**src/rtl/psum_seq_ctrl.sv**
```systemverilog
// Partial-sum bank sequencer: accepts one tile per input channel, sweeps the bank
// column by column (overwrite on channel 0, accumulate after), then hands the map off.
module psum_seq_ctrl #(
    parameter int W        = 11,
    parameter int NUM_CHAN = 10,
    parameter int COL_W    = 4
) (
    input  logic             clk,
    input  logic             rst,
    input  logic             start,
    input  logic             abort,
    input  logic             tile_valid,
    output logic             tile_ready,
    output logic             col_we,
    output logic [COL_W-1:0] col_idx,
    output logic             acc_mode,
    output logic [3:0]       cal_chan,
    output logic             ps_valid,
    input  logic             ps_ready,
    output logic             busy,
    output logic             done,
    output logic             err_start
);

    generate
        if (NUM_CHAN < 2 || NUM_CHAN > 16 || W < 1 || (64'd1 << COL_W) < 64'(W)) begin : g_bad_params
            $error("psum_seq_ctrl: unsupported W/NUM_CHAN/COL_W combination");
        end
    endgenerate

    localparam logic [COL_W-1:0] LAST_COL  = COL_W'(W - 1);
    localparam logic [3:0]       LAST_CHAN = 4'(NUM_CHAN - 1);

    typedef enum logic [2:0] {
        S_IDLE,
        S_WAIT_TILE,
        S_SWEEP,
        S_STEP,
        S_OUTPUT
    } state_t;

    state_t           state_q, state_d;
    logic [COL_W-1:0] col_q, col_d;
    logic [3:0]       chan_q, chan_d;
    logic             done_q, done_d;
    logic             err_q, err_d;

    always_ff @(posedge clk or posedge rst) begin
        if (rst) begin
            state_q <= S_IDLE;
            col_q   <= '0;
            chan_q  <= '0;
            done_q  <= 1'b0;
            err_q   <= 1'b0;
        end else begin
            state_q <= state_d;
            col_q   <= col_d;
            chan_q  <= chan_d;
            done_q  <= done_d;
            err_q   <= err_d;
        end
    end

    // abort overrides everything, including a coincident start or handshake
    always_comb begin
        state_d = state_q;
        col_d   = col_q;
        chan_d  = chan_q;
        done_d  = 1'b0;
        err_d   = 1'b0;
        if (abort) begin
            state_d = S_IDLE;
            col_d   = '0;
        end else begin
            if (start && (state_q != S_IDLE)) begin
                err_d = 1'b1;
            end
            case (state_q)
                S_IDLE: begin
                    if (start) begin
                        chan_d  = '0;
                        col_d   = '0;
                        state_d = S_WAIT_TILE;
                    end
                end
                S_WAIT_TILE: begin
                    if (tile_valid) begin
                        col_d   = '0;
                        state_d = S_SWEEP;
                    end
                end
                S_SWEEP: begin
                    if (col_q == LAST_COL) begin
                        col_d   = '0;
                        state_d = S_STEP;
                    end else begin
                        col_d = col_q + 1'b1;
                    end
                end
                S_STEP: begin
                    if (chan_q == LAST_CHAN) begin
                        state_d = S_OUTPUT;
                    end else begin
                        chan_d  = chan_q + 4'd1;
                        state_d = S_WAIT_TILE;
                    end
                end
                S_OUTPUT: begin
                    if (ps_ready) begin
                        done_d  = 1'b1;
                        state_d = S_IDLE;
                    end
                end
                default: begin
                    state_d = S_IDLE;
                    col_d   = '0;
                end
            endcase
        end
    end

    assign tile_ready = (state_q == S_WAIT_TILE);
    assign col_we     = (state_q == S_SWEEP);
    assign col_idx    = col_q;
    assign acc_mode   = (state_q == S_SWEEP) && (chan_q != 4'd0);
    assign cal_chan   = chan_q;
    assign ps_valid   = (state_q == S_OUTPUT);
    assign busy       = (state_q != S_IDLE);
    assign done       = done_q;
    assign err_start  = err_q;

endmodule

```
**config.mk**
```make
export PLATFORM = sky130hd
export DESIGN_NAME = psum_seq_ctrl
export DESIGN_NICKNAME = d
export VERILOG_FILES = /design/src/rtl/psum_seq_ctrl.sv
export SDC_FILE = /design/constraint.sdc
export NUM_CORES = 1
export LEC_CHECK = 0
export BUFFER_PORTS_ARGS = -buffer_cell sky130_fd_sc_hd__buf_2
export CAP_MARGIN = 20
export CELL_PAD_IN_SITES_DETAIL_PLACEMENT = 1
export CELL_PAD_IN_SITES_GLOBAL_PLACEMENT = 1
export CORE_MARGIN = 2
export CORE_UTILIZATION = 40
export CTS_BUF_LIST = sky130_fd_sc_hd__clkbuf_2
export DETAILED_ROUTE_END_ITERATION = 7
export PLACE_DENSITY = 0.83
export SLEW_MARGIN = 20
export SYNTH_ARGS = -nofsm -noshare
export SYNTH_HDL_FRONTEND = slang
export SYNTH_SLANG_ARGS = --single-unit
export TNS_END_PERCENT = 50
```
**constraint.sdc**
```tcl
create_clock -name clk -period 2.17 [get_ports clk]
set_input_delay 0.434 -clock clk [delete_from_list [all_inputs] [get_ports clk]]
set_output_delay 0.434 -clock clk [all_outputs]
set_load 0.02 [all_outputs]
```
==> out/qor.yml, run 1 <==
setup_path:
  crit_path_end_kind: "output port"
  arrival_ns: 1.61
  r2r_cells: 6
  path_buf_inv: 1
  max_stage_delay_ns: 0.54
  r2r_start: "cal_chan[1]"
  r2r_slack_ns: 0.36
  rr_endpoint: "cal_chan[3]"
  crit_fanout: 10
  cp_top_family: "flip-flops"
  path_class: "register to output port"
  startpoint: "state_q[0]"
  endpoint: "acc_mode"
  cp.required_ns: 1.74
  cp.depth: 3
  startpoint_type: "register"
  critical_path.slowest_cell: "dfrtp_1"
  crit_chain: "nor3b_2, a21boi_0, buf_2"
cts:
  clk_path_buf_depth: 2
  hold_buffers: 0
  cts.htree.levels: 1
  postCtsSetupBuffers: 0
  cts_tree: "built"
  clock_latency_ns: 0.28
  numCtsBuffers: 3
  clk_pin_slew_worst_paths_ns: 0.13
  clock_sinks: 13
  root_buffer: "clkbuf_2"
pwr:
  powerDensity_nw_per_um2: 781
  p_seq_share_pct: 45.3
  p_sw_mw: 0.317
  p_leak_nw: 0.578
  vdd_ir_drop_max_uv: 474
  power_frac_comb_pct: 37.1
  internal-power_mw: 0.432
  p_sw_share_pct: 42.3
  p_clk_share_pct: 17.6
  totalPowerFinal_mw: 0.749
sta:
  rsz0062_at_grt: "false"
  finalSetupViolCount: 0
  hold_slack_ns: 0.157
  setup_tns_ns: 0
  period_minus_slack_ns: 2.04
  final_hold_viol_count: 0
  maxSlewViolCount: 0
  max-slew-margin-rel_pct: 65.4
  tightest_slew_ns: 0.518
  period_share_pct: 94.2
  finalClockSkew_ns: 0.00497
  clock.fmax_mhz: 489
finish:
  fillers: 252
  final_nets: 122
  syn2layout_area_growth_pct: 16.6
  post-route-util_pct: 49.4
  final_layout_size_suffix_gt1_share_pct: 29.1
  antenna_cells: 0
floorplan:
  start_util_pct: 42.3
  die_y_um: 49.3
  core_area_sq_um: 1940
  fp.dieArea_sq_um: 2430
  die_w_um: 49.3
  rows: 16
  num_io_pins: 21
hold_path:
  hp-class: "input pin to async pin"
drt:
  drc_errors: 0
  m1WireLength_um: 854
  vias: 717
  viasPerCell: 5.23
  drtAntennaViolNets: 0
  drt-pass1-iter-count: 2
  top_layer: "met4"
  wl_met3_um: 73
  wl_met2_um: 897
  wl_um: 1870
  drtIter0Drc: 2
  post_drt_wl_per_cell_um: 13.6
synthesis:
  synthSimpleGateAreaFrac_pct: 25.3
  synth_seq_cells: 13
  syn_inst: 88
  synth_area_per_cell_sq_um: 9.34
  synth_cell_types: 30
  ys_warn_count: 0
  ys_seq_area_share_pct: 39.6
  synth_fa_ha_area_share_pct: 7.61
  synth_compound_area_share_pct: 19.2
  synth_xor_xnor_area_share_pct: 1.07
  synth_top_family_by_area: "simple AND/OR/NAND/NOR gates"
  synthMuxAreaShare_pct: 0
  syn_nets: 99
  syn_area_sq_um: 822
outcome:
  status: "complete, no violations"
global_routing:
  grt_first_pass_wirelength_um: 3080
  grt_max_degree: 14
  grt_util_all_layers_pct: 17.0
  gr-total-overflow: 0
  antenna_found_initial: 0
  grt_pass1_vias: 715
run:
  drv_cap: 0
placed_design:
  port_buffers: 20
  dpl.hpwl_um: 1430
  gp_congestion: 0.790
## stage by stage
step	cell area [sq um]	instances	worst slack [ns]
6_report	958	137	0.126
3_3_place_gp	937	133	0.407
2_1_floorplan	822	88	0.217
3_5_place_dp	937	133	0.375
5_1_grt	958	137	0.0207
4_1_cts	957	137	0.0701
## synthesized netlist by cell type (all sizes together)
library cell / number / area (sq um)
nand2: 6 / 22.5
nand3: 5 / 25.0
a22o: 1 / 8.76
or3: 1 / 11.3
a2111oi: 2 / 17.5
a21boi: 2 / 15.0
or2: 1 / 6.26
a2bb2oi: 1 / 8.76
dfrtp: 13 / 325
and3: 4 / 26.3
inv: 11 / 41.3
xnor2: 1 / 8.76
a21o: 3 / 22.5
ha: 5 / 62.6
buf: 2 / 18.8
nand3b: 3 / 35.0
and3b: 1 / 8.76
o21ai: 3 / 15.0
a21oi: 4 / 20.0
o211ai: 2 / 15.0
o2bb2ai: 1 / 8.76
nor2: 8 / 32.5
a211o: 3 / 26.3
nor3b: 1 / 12.5
and2: 1 / 8.76
nand2b: 3 / 18.8
## worst min-delay path by stage
stage                       end  startpoint  depth (start not counted)
CTS                 cal_chan[1]         rst                          2
global placement     col_idx[0]         rst                          2
finish               state_q[2]         rst                          2
floorplan           cal_chan[0]         rst                          1
detailed placement   col_idx[2]         rst                          2
global route        cal_chan[0]         rst                          2
## repair_timing
action                                 in CTS  in global routing
endpoints found under the hold margin       0                  0
setup endpoints to repair                   0                  1
gates resized for setup                     0                  1
## per-layer routing
layer	track usage, %	up-vias
met5	0	-
met4	8.57	0
met2	28.4	15
li1	-	349
met1	20.2	348
met3	3.99	5
## logic make-up (layout without fill, tap and decap cells)
kind of cell / count (synthesis) / after routing
AOI/OAI and AO/OA: 22 / 22
and+or+nand+nor: 34 / 34
adders and majority gates: 5 / 5
DFF: 13 / 13
xor gates and xnor gates: 1 / 1
buffers and inverters: 13 / 35
## layout make-up
class | instances | area, sq um | share of cell area [%]
multi-input cells | 62 | 437 | 45.6
inverters | 11 | 41.3 | 4.31
repair buffers | 20 | 100 | 10.4
clock buffers | 4 | 20.0 | 2.09
well taps | 27 | 33.8 | 3.52
flip-flops and latches | 13 | 327 | 34.1
## flip-flops by register name, summed over array words and instances, names as in the netlist
name	count
cal_chan	4
col_idx	4
state_q	3
done	1
err_start	1
## worst reg2reg max path: stages (launching register included)
cell     delay [ns]
dfrtp_1        0.43
inv_1          0.08
ha_1           0.19
and3b_1        0.19
or3_4          0.39
and2_4         0.16
a211o_1        0.28
## power groups by stage
stage                     Clock (mW)  Combinational (mW)  Sequential, mW
after global placement             0               0.271           0.341
after floorplan                    0               0.217           0.330
after global routing           0.146               0.310           0.348
after CTS                      0.140               0.283           0.338
final                          0.132               0.278           0.339
after detailed placement           0               0.279           0.345
## placed cells by master (no fill, tap or decap), types with 2 or more instances in the layout
cell type,instances
o21ai_0,3
nand3_1,5
nor2_1,7
buf_2,20
dfrtp_1,12
nand2b_1,3
ha_1,5
a21boi_0,2
a2111oi_0,2
nand3b_1,2
a21oi_1,4
clkbuf_2,4
a211o_1,3
nand2_1,6
a21o_1,3
o211ai_1,2
and3_1,3
inv_1,11
No activity file was read; power rests on OpenSTA's default activity.
==> run 2, diff against run 1 <==
--- a/config.mk
+++ b/config.mk
@@ -5,15 +5,16 @@
 export SDC_FILE = /design/constraint.sdc
 export NUM_CORES = 1
 export LEC_CHECK = 0
+export ABC_AREA = 1
 export BUFFER_PORTS_ARGS = -buffer_cell sky130_fd_sc_hd__buf_2
 export CAP_MARGIN = 20
 export CELL_PAD_IN_SITES_DETAIL_PLACEMENT = 1
 export CELL_PAD_IN_SITES_GLOBAL_PLACEMENT = 1
 export CORE_MARGIN = 2
-export CORE_UTILIZATION = 40
+export CORE_UTILIZATION = 38
 export CTS_BUF_LIST = sky130_fd_sc_hd__clkbuf_2
 export DETAILED_ROUTE_END_ITERATION = 7
-export PLACE_DENSITY = 0.83
+export PLACE_DENSITY = 0.82
 export SLEW_MARGIN = 20
 export SYNTH_ARGS = -nofsm -noshare
 export SYNTH_HDL_FRONTEND = slang
==> run 2 against run 1 <==
Compared with the run above:
- routed wire length grew 7.0%
- sequential share of layout area shrank 0.78 points
- worst hold slack gained 0.032 ns
- critical path depth grew 1
- worst setup slack gained 0.31 ns
- critical path type unchanged
- highest routed layer unchanged
==> out/qor.yml, run 2 <==
finish:
  layout.cells.non_filler: 164
  post-route-util_pct: 48.8
  multi_input_area_sq_um: 430
  final_nets: 149
  antenna_cells: 0
  final_layout_size_suffix_gt1_share_pct: 24.8
  syn2layout_area_growth_pct: 18.7
  mostFrequentLayoutCells: "nand2_1, buf_2, inv_1, nor2_1, dfrtp_1"
  regArea_sq_um: 325
  fillers: 280
  final_common_cell: "nand2_1"
synthesis:
  syn_inst: 113
  synthSimpleGateAreaFrac_pct: 34.8
  synth_edf_count: 0
  synth.most_common_cell: "nand2_1"
  ys.flop_type: "dfrtp_1"
  syn_nets: 124
  synth_top_family_by_area: "simple AND/OR/NAND/NOR gates"
  syn_area_sq_um: 823
  yosys-top-cells-count: "nand2_1, inv_1, nor2_1, dfrtp_1, nand3_1"
  ys_seq_area_share_pct: 39.5
  ys_warn_count: 0
  synth_seq_cells: 13
  synth_cell_types: 18
  synth_area_per_cell_sq_um: 7.29
  ys_top_cells_by_area: "dfrtp_1, nand2_1, ha_1"
  synth_compound_area_share_pct: 5.62
  synth_fa_ha_area_share_pct: 7.60
  synth_top_area_cell: "dfrtp_1"
  synth_top_area_share_pct: 39.5
  synthMuxAreaShare_pct: 0
  synthArstFlopShare_pct: 100
  synth_xor_xnor_area_share_pct: 4.26
sta:
  maxSlewViolCount: 0
  tightest_slew_ns: 0.545
  rsz0062_at_grt: "false"
  final_hold_viol_count: 0
  period_share_pct: 79.7
  finalClockSkew_ns: 0.00799
  finalSetupViolCount: 0
  period_minus_slack_ns: 1.73
  clock.fmax_mhz: 578
  max-slew-margin-rel_pct: 63.6
  setup_tns_ns: 0
global_routing:
  grt_util_all_layers_pct: 18.6
  grt_max_degree: 14
  grt_first_pass_wirelength_um: 3550
  grt_pass1_vias: 800
  antenna_found_initial: 0
  gr-total-overflow: 0
cts:
  root_buffer: "clkbuf_2"
  cts.htree.levels: 1
  postCtsSetupBuffers: 0
  clk_path_buf_depth: 2
  cts_tree: "built"
  clock_latency_ns: 0.26
  hold_buffers: 0
  clk_pin_slew_worst_paths_ns: 0.13
  numCtsBuffers: 3
  clock_sinks: 13
  post_cts_resized: 0
hold_path:
  hp-class: "input pin to async pin"
floorplan:
  rows: 16
  fp.dieArea_sq_um: 2550
  core_area_sq_um: 2000
  start_util_pct: 41.1
  die_w_um: 50.5
  die_y_um: 50.5
  num_io_pins: 21
drt:
  wl_um: 2000
  drt-pass1-iter-count: 4
  drtAntennaViolNets: 0
  viasPerCell: 4.74
  post_drt_wl_per_cell_um: 12.2
  drc_errors: 0
  vias: 778
  drtIter0Drc: 5
placed_design:
  dpl.hpwl_um: 1660
  dp.cells: 160
  port_buffers: 20
  gp_congestion: 0.782
setup_path:
  cp.required_ns: 1.74
  startpoint: "state_q[0]"
  startpoint_type: "register"
  r2r_slack_ns: 0.74
  arrival_ns: 1.29
  endpoint: "acc_mode"
  crit_fanout: 6
  path_class: "register to output port"
  rr_endpoint: "cal_chan[1]"
  r2r_start: "cal_chan[1]"
  crit_path_end_kind: "output port"
  r2r_cells: 9
run:
  drv_cap: 0
pwr:
  p_leak_nw: 0.561
  vdd_ir_drop_max_uv: 598
  powerDensity_nw_per_um2: 858
  totalPowerFinal_mw: 0.839
outcome:
  status: "complete, no violations"
==> run 2: cell types whose count changed in the layout (fill, tap and decap cells not counted), sizes merged, moves of 4 or more <==
cell   change
nor2       +9
nand3      +5
nand2     +29
inv        +7
and3       -4
==> run 2: area by class of cell <==
type	instances	share of cell area, %
clock buffers	4	2.05
inverters	18	6.91
multi-input cells	82	44.0
flip-flops and latches	13	33.3
well taps	27	3.46
repair buffers	20	10.2
==> run 2: worst min path at each step <==
stage,start,endpoint,slack [ns],cells after the start
after floorplan,rst,cal_chan[0],0.31,1
after global placement,col_idx[3],col_idx[3],0.48,2
after detailed placement,rst,cal_chan[2],0.49,2
after CTS,rst,done,0.18,2
after global routing,rst,done,0.21,2
final,rst,done,0.19,2
==> run 2: cell families (layout without fill, tap and decap cells) <==
| family | count (synthesis) | in the layout |
|---|---|---|
| and+or+nand+nor | 64 | 64 |
| DFF | 13 | 13 |
| adders and majority gates | 5 | 5 |
| xor gates and xnor gates | 4 | 4 |
| buffers and inverters | 18 | 42 |
| AOI/OAI and AO/OA | 9 | 9 |
==> run 2: routing by layer <==
layer | global-route usage, % | up-vias | routed length, um
li1 | - | 396 | -
met1 | 26.4 | 363 | 1030
met2 | 28.7 | 17 | 879
met3 | 1.79 | 2 | 62
met4 | 8.11 | 0 | 27
met5 | 0 | - | 0
==> run 2: critical path, stage by stage (launching register included) <==
cell     delay (ns)
dfrtp_1        0.46
nor2_1         0.17
nand2_1        0.11
a21oi_1        0.13
buf_2          0.17
==> run 2: metrics by stage <==
step | hold slack [ns] | setup WS [ns] | area, sq um
3_5_place_dp | 0.492 | 0.727 | 957
5_1_grt | 0.214 | 0.312 | 977
3_3_place_gp | 0.475 | 0.782 | 957
6_report | 0.189 | 0.441 | 977
2_1_floorplan | 0.311 | 0.601 | 823
4_1_cts | 0.182 | 0.402 | 977
==> run 2: power breakdown <==
part | switching, mW | internal, mW
combinational | 0.266 | 0.120
clock | 0.0767 | 0.0489
sequential | 0.0523 | 0.275
total | 0.395 | 0.444
==> run 3, diff against run 2 <==
--- a/config.mk
+++ b/config.mk
@@ -11,10 +11,10 @@
 export CELL_PAD_IN_SITES_DETAIL_PLACEMENT = 1
 export CELL_PAD_IN_SITES_GLOBAL_PLACEMENT = 1
 export CORE_MARGIN = 2
-export CORE_UTILIZATION = 38
+export CORE_UTILIZATION = 34
 export CTS_BUF_LIST = sky130_fd_sc_hd__clkbuf_2
 export DETAILED_ROUTE_END_ITERATION = 7
-export PLACE_DENSITY = 0.82
+export PLACE_DENSITY = 0.78
 export SLEW_MARGIN = 20
 export SYNTH_ARGS = -nofsm -noshare
 export SYNTH_HDL_FRONTEND = slang
==> constraint.sdc (replaced) <==
create_clock -name clk -period 1.4 [get_ports clk]
set_input_delay 0.28 -clock clk [delete_from_list [all_inputs] [get_ports clk]]
set_output_delay 0.28 -clock clk [all_outputs]
set_load 0.02 [all_outputs]
==> run 3 against run 2 <==
Compared with the run above:
- the run now ends with hold timing, setup timing left
- final cell count rose by 8.5%
- sequential share of layout area decreased by 6.1 points
- combinational power rose to 2.7 times the previous value
- count of clock-buffer cells in the layout unchanged
- largest power group unchanged
- first-iteration DRC count grew to 4.4 times the previous value
- highest routed layer unchanged
- die area is 11% higher
- non-clock buffer count up 13
- clock power up 71%
- flip-flop and latch count unchanged
- global-route usage grew 1.7 points
- utilization grew 4.9 points
- via count up 11%
==> out/qor.yml, run 3 (synthesized netlist as in run 2, its figures left out) <==
outcome:
  status: "finished, violations left"
  violations: "hold timing, setup timing"
setup_path:
  r2r_cells: 7
  startpoint: "state_q[2]"
  arrival_ns: 1.27
  r2r_slack_ns: -0.05
  crit_fanout: 4
  rr_endpoint: "col_idx[1]"
  path_class: "register to output port"
  max_stage_delay_ns: 0.49
  r2r_start: "state_q[2]"
  endpoint: "acc_mode"
  crit_path_end_kind: "output port"
  critical_path.slowest_cell: "dfrtp_2"
  startpoint_type: "register"
  crit_chain: "nor2_4, nand2_4, a21oi_2, buf_4"
  cp.required_ns: 1.12
drt:
  wl_um: 2630
  vias: 864
  drtIter0Drc: 22
  drc_errors: 0
  post_drt_wl_per_cell_um: 14.8
  drtAntennaViolNets: 0
  drt-pass1-iter-count: 6
  viasPerCell: 4.85
cts:
  clock_latency_ns: 0.28
  root_buffer: "clkbuf_2"
  clk_pin_slew_worst_paths_ns: 0.15
  clk_path_buf_depth: 2
  numCtsBuffers: 3
  cts_tree: "built"
  hold_buffers: 0
  clock_sinks: 13
  cts.htree.levels: 1
floorplan:
  num_io_pins: 21
  core_area_sq_um: 2250
  start_util_pct: 36.5
  die_w_um: 53.2
  rows: 17
  die_y_um: 53.2
  fp.dieArea_sq_um: 2830
global_routing:
  grt_util_met1_pct: 24.4
  use_met3_pct: 1.69
  use_met2_pct: 36.0
  grt_busiest_layer: "met2"
  grt_max_degree: 14
  grt_pass1_vias: 877
  grt_util_all_layers_pct: 20.3
  antenna_found_initial: 0
  grt_first_pass_wirelength_um: 4000
  gr-total-overflow: 0
pwr:
  p_leak_nw: 0.647
  totalPowerFinal_mw: 1.79
  vdd_ir_drop_max_uv: 851
  powerDensity_nw_per_um2: 1480
sta:
  rsz0062_at_grt: "true"
  finalClockSkew_ns: 0.00377
  period_minus_slack_ns: 1.55
  final_hold_viol_count: 13
  period_share_pct: 110
  maxSlewViolCount: 0
  max-slew-margin-rel_pct: 65.6
  tightest_slew_ns: 0.515
  hold_slack_ns: -0.00663
  fin_ws_ns: -0.146
  clock.fmax_mhz: 647
  finalSetupViolCount: 10
finish:
  layout.cells.non_filler: 178
  final_layout_size_suffix_gt1_share_pct: 47.3
  final_common_cell: "nand2_1"
  mostFrequentLayoutCells: "nand2_1, buf_2, inv_1, dfrtp_1, buf_4"
  finalInstanceArea_sq_um: 1210
  antenna_cells: 0
  post-route-util_pct: 53.7
  fillers: 294
  final_nets: 162
  syn2layout_area_growth_pct: 47.0
run:
  drv_cap: 0
placed_design:
  dpl.hpwl_um: 1720
  port_buffers: 20
  dp.cells: 163
  dpl_cell_area_sq_um: 977
  gp_congestion: 0.795
hold_path:
  hp-class: "input pin to async pin"
-- run 3: how the worst min path moves through the flow --
stage | from | to | slack (ns) | cells past startpoint
floorplan | rst | cal_chan[0] | 0.16 | 1
global placement | rst | cal_chan[1] | 0.34 | 2
detailed placement | rst | cal_chan[1] | 0.35 | 2
CTS | rst | cal_chan[1] | 0.03 | 2
global route | rst | cal_chan[2] | 0.03 | 2
finish | rst | col_idx[3] | -0.007 | 2
-- run 3: area by class of cell --
cell class,instances,area [sq um],area share [%]
Multi-Input combinational cell,82,507,41.9
Sequential cell,13,329,27.2
Timing Repair Buffer,33,249,20.6
Inverter,18,70.1,5.79
Tap cell,28,35.0,2.90
Clock buffer,4,20.0,1.65
-- run 3: power breakdown --
group          switching [mW]  leakage, nW  total (mW)  internal [mW]
clock                   0.140       0.0166       0.215         0.0757
sequential             0.0986        0.174       0.530          0.431
combinational           0.569        0.457        1.05          0.480
total                   0.807        0.647        1.79          0.987
-- run 3: repair_timing --
action	CTS	global route
setup buffers	3	8
pin swaps	1	9
setup endpoints to repair	5	15
resized for setup	18	22
-- run 3: routing by layer --
| layer | vias up | share of wire, % |
|---|---|---|
| met2 | 22 | 48 |
| met5 | - | 0 |
| met1 | 411 | 47 |
| li1 | 424 | - |
| met4 | 0 | 2.5 |
| met3 | 7 | 2.5 |
-- run 3: critical path, delay by kind of cell, from the launching register on --
family	cells	cell delay (ns)
AO/OA/AOI/OAI	1	0.10
buffers and inverters	1	0.15
flip-flops	1	0.49
AND/OR/NAND/NOR	2	0.24
-- run 3: through the flow --
step | setup TNS (ns) | hold WS [ns] | setup WS, ns
finish | -0.711 | -0.00663 | -0.146
global route | -1.50 | 0.0270 | -0.225
CTS | -0.468 | 0.0322 | -0.122
detailed placement | 0 | 0.347 | 0.0451
global placement | 0 | 0.339 | 0.0956
floorplan | 0 | 0.157 | 0.0491
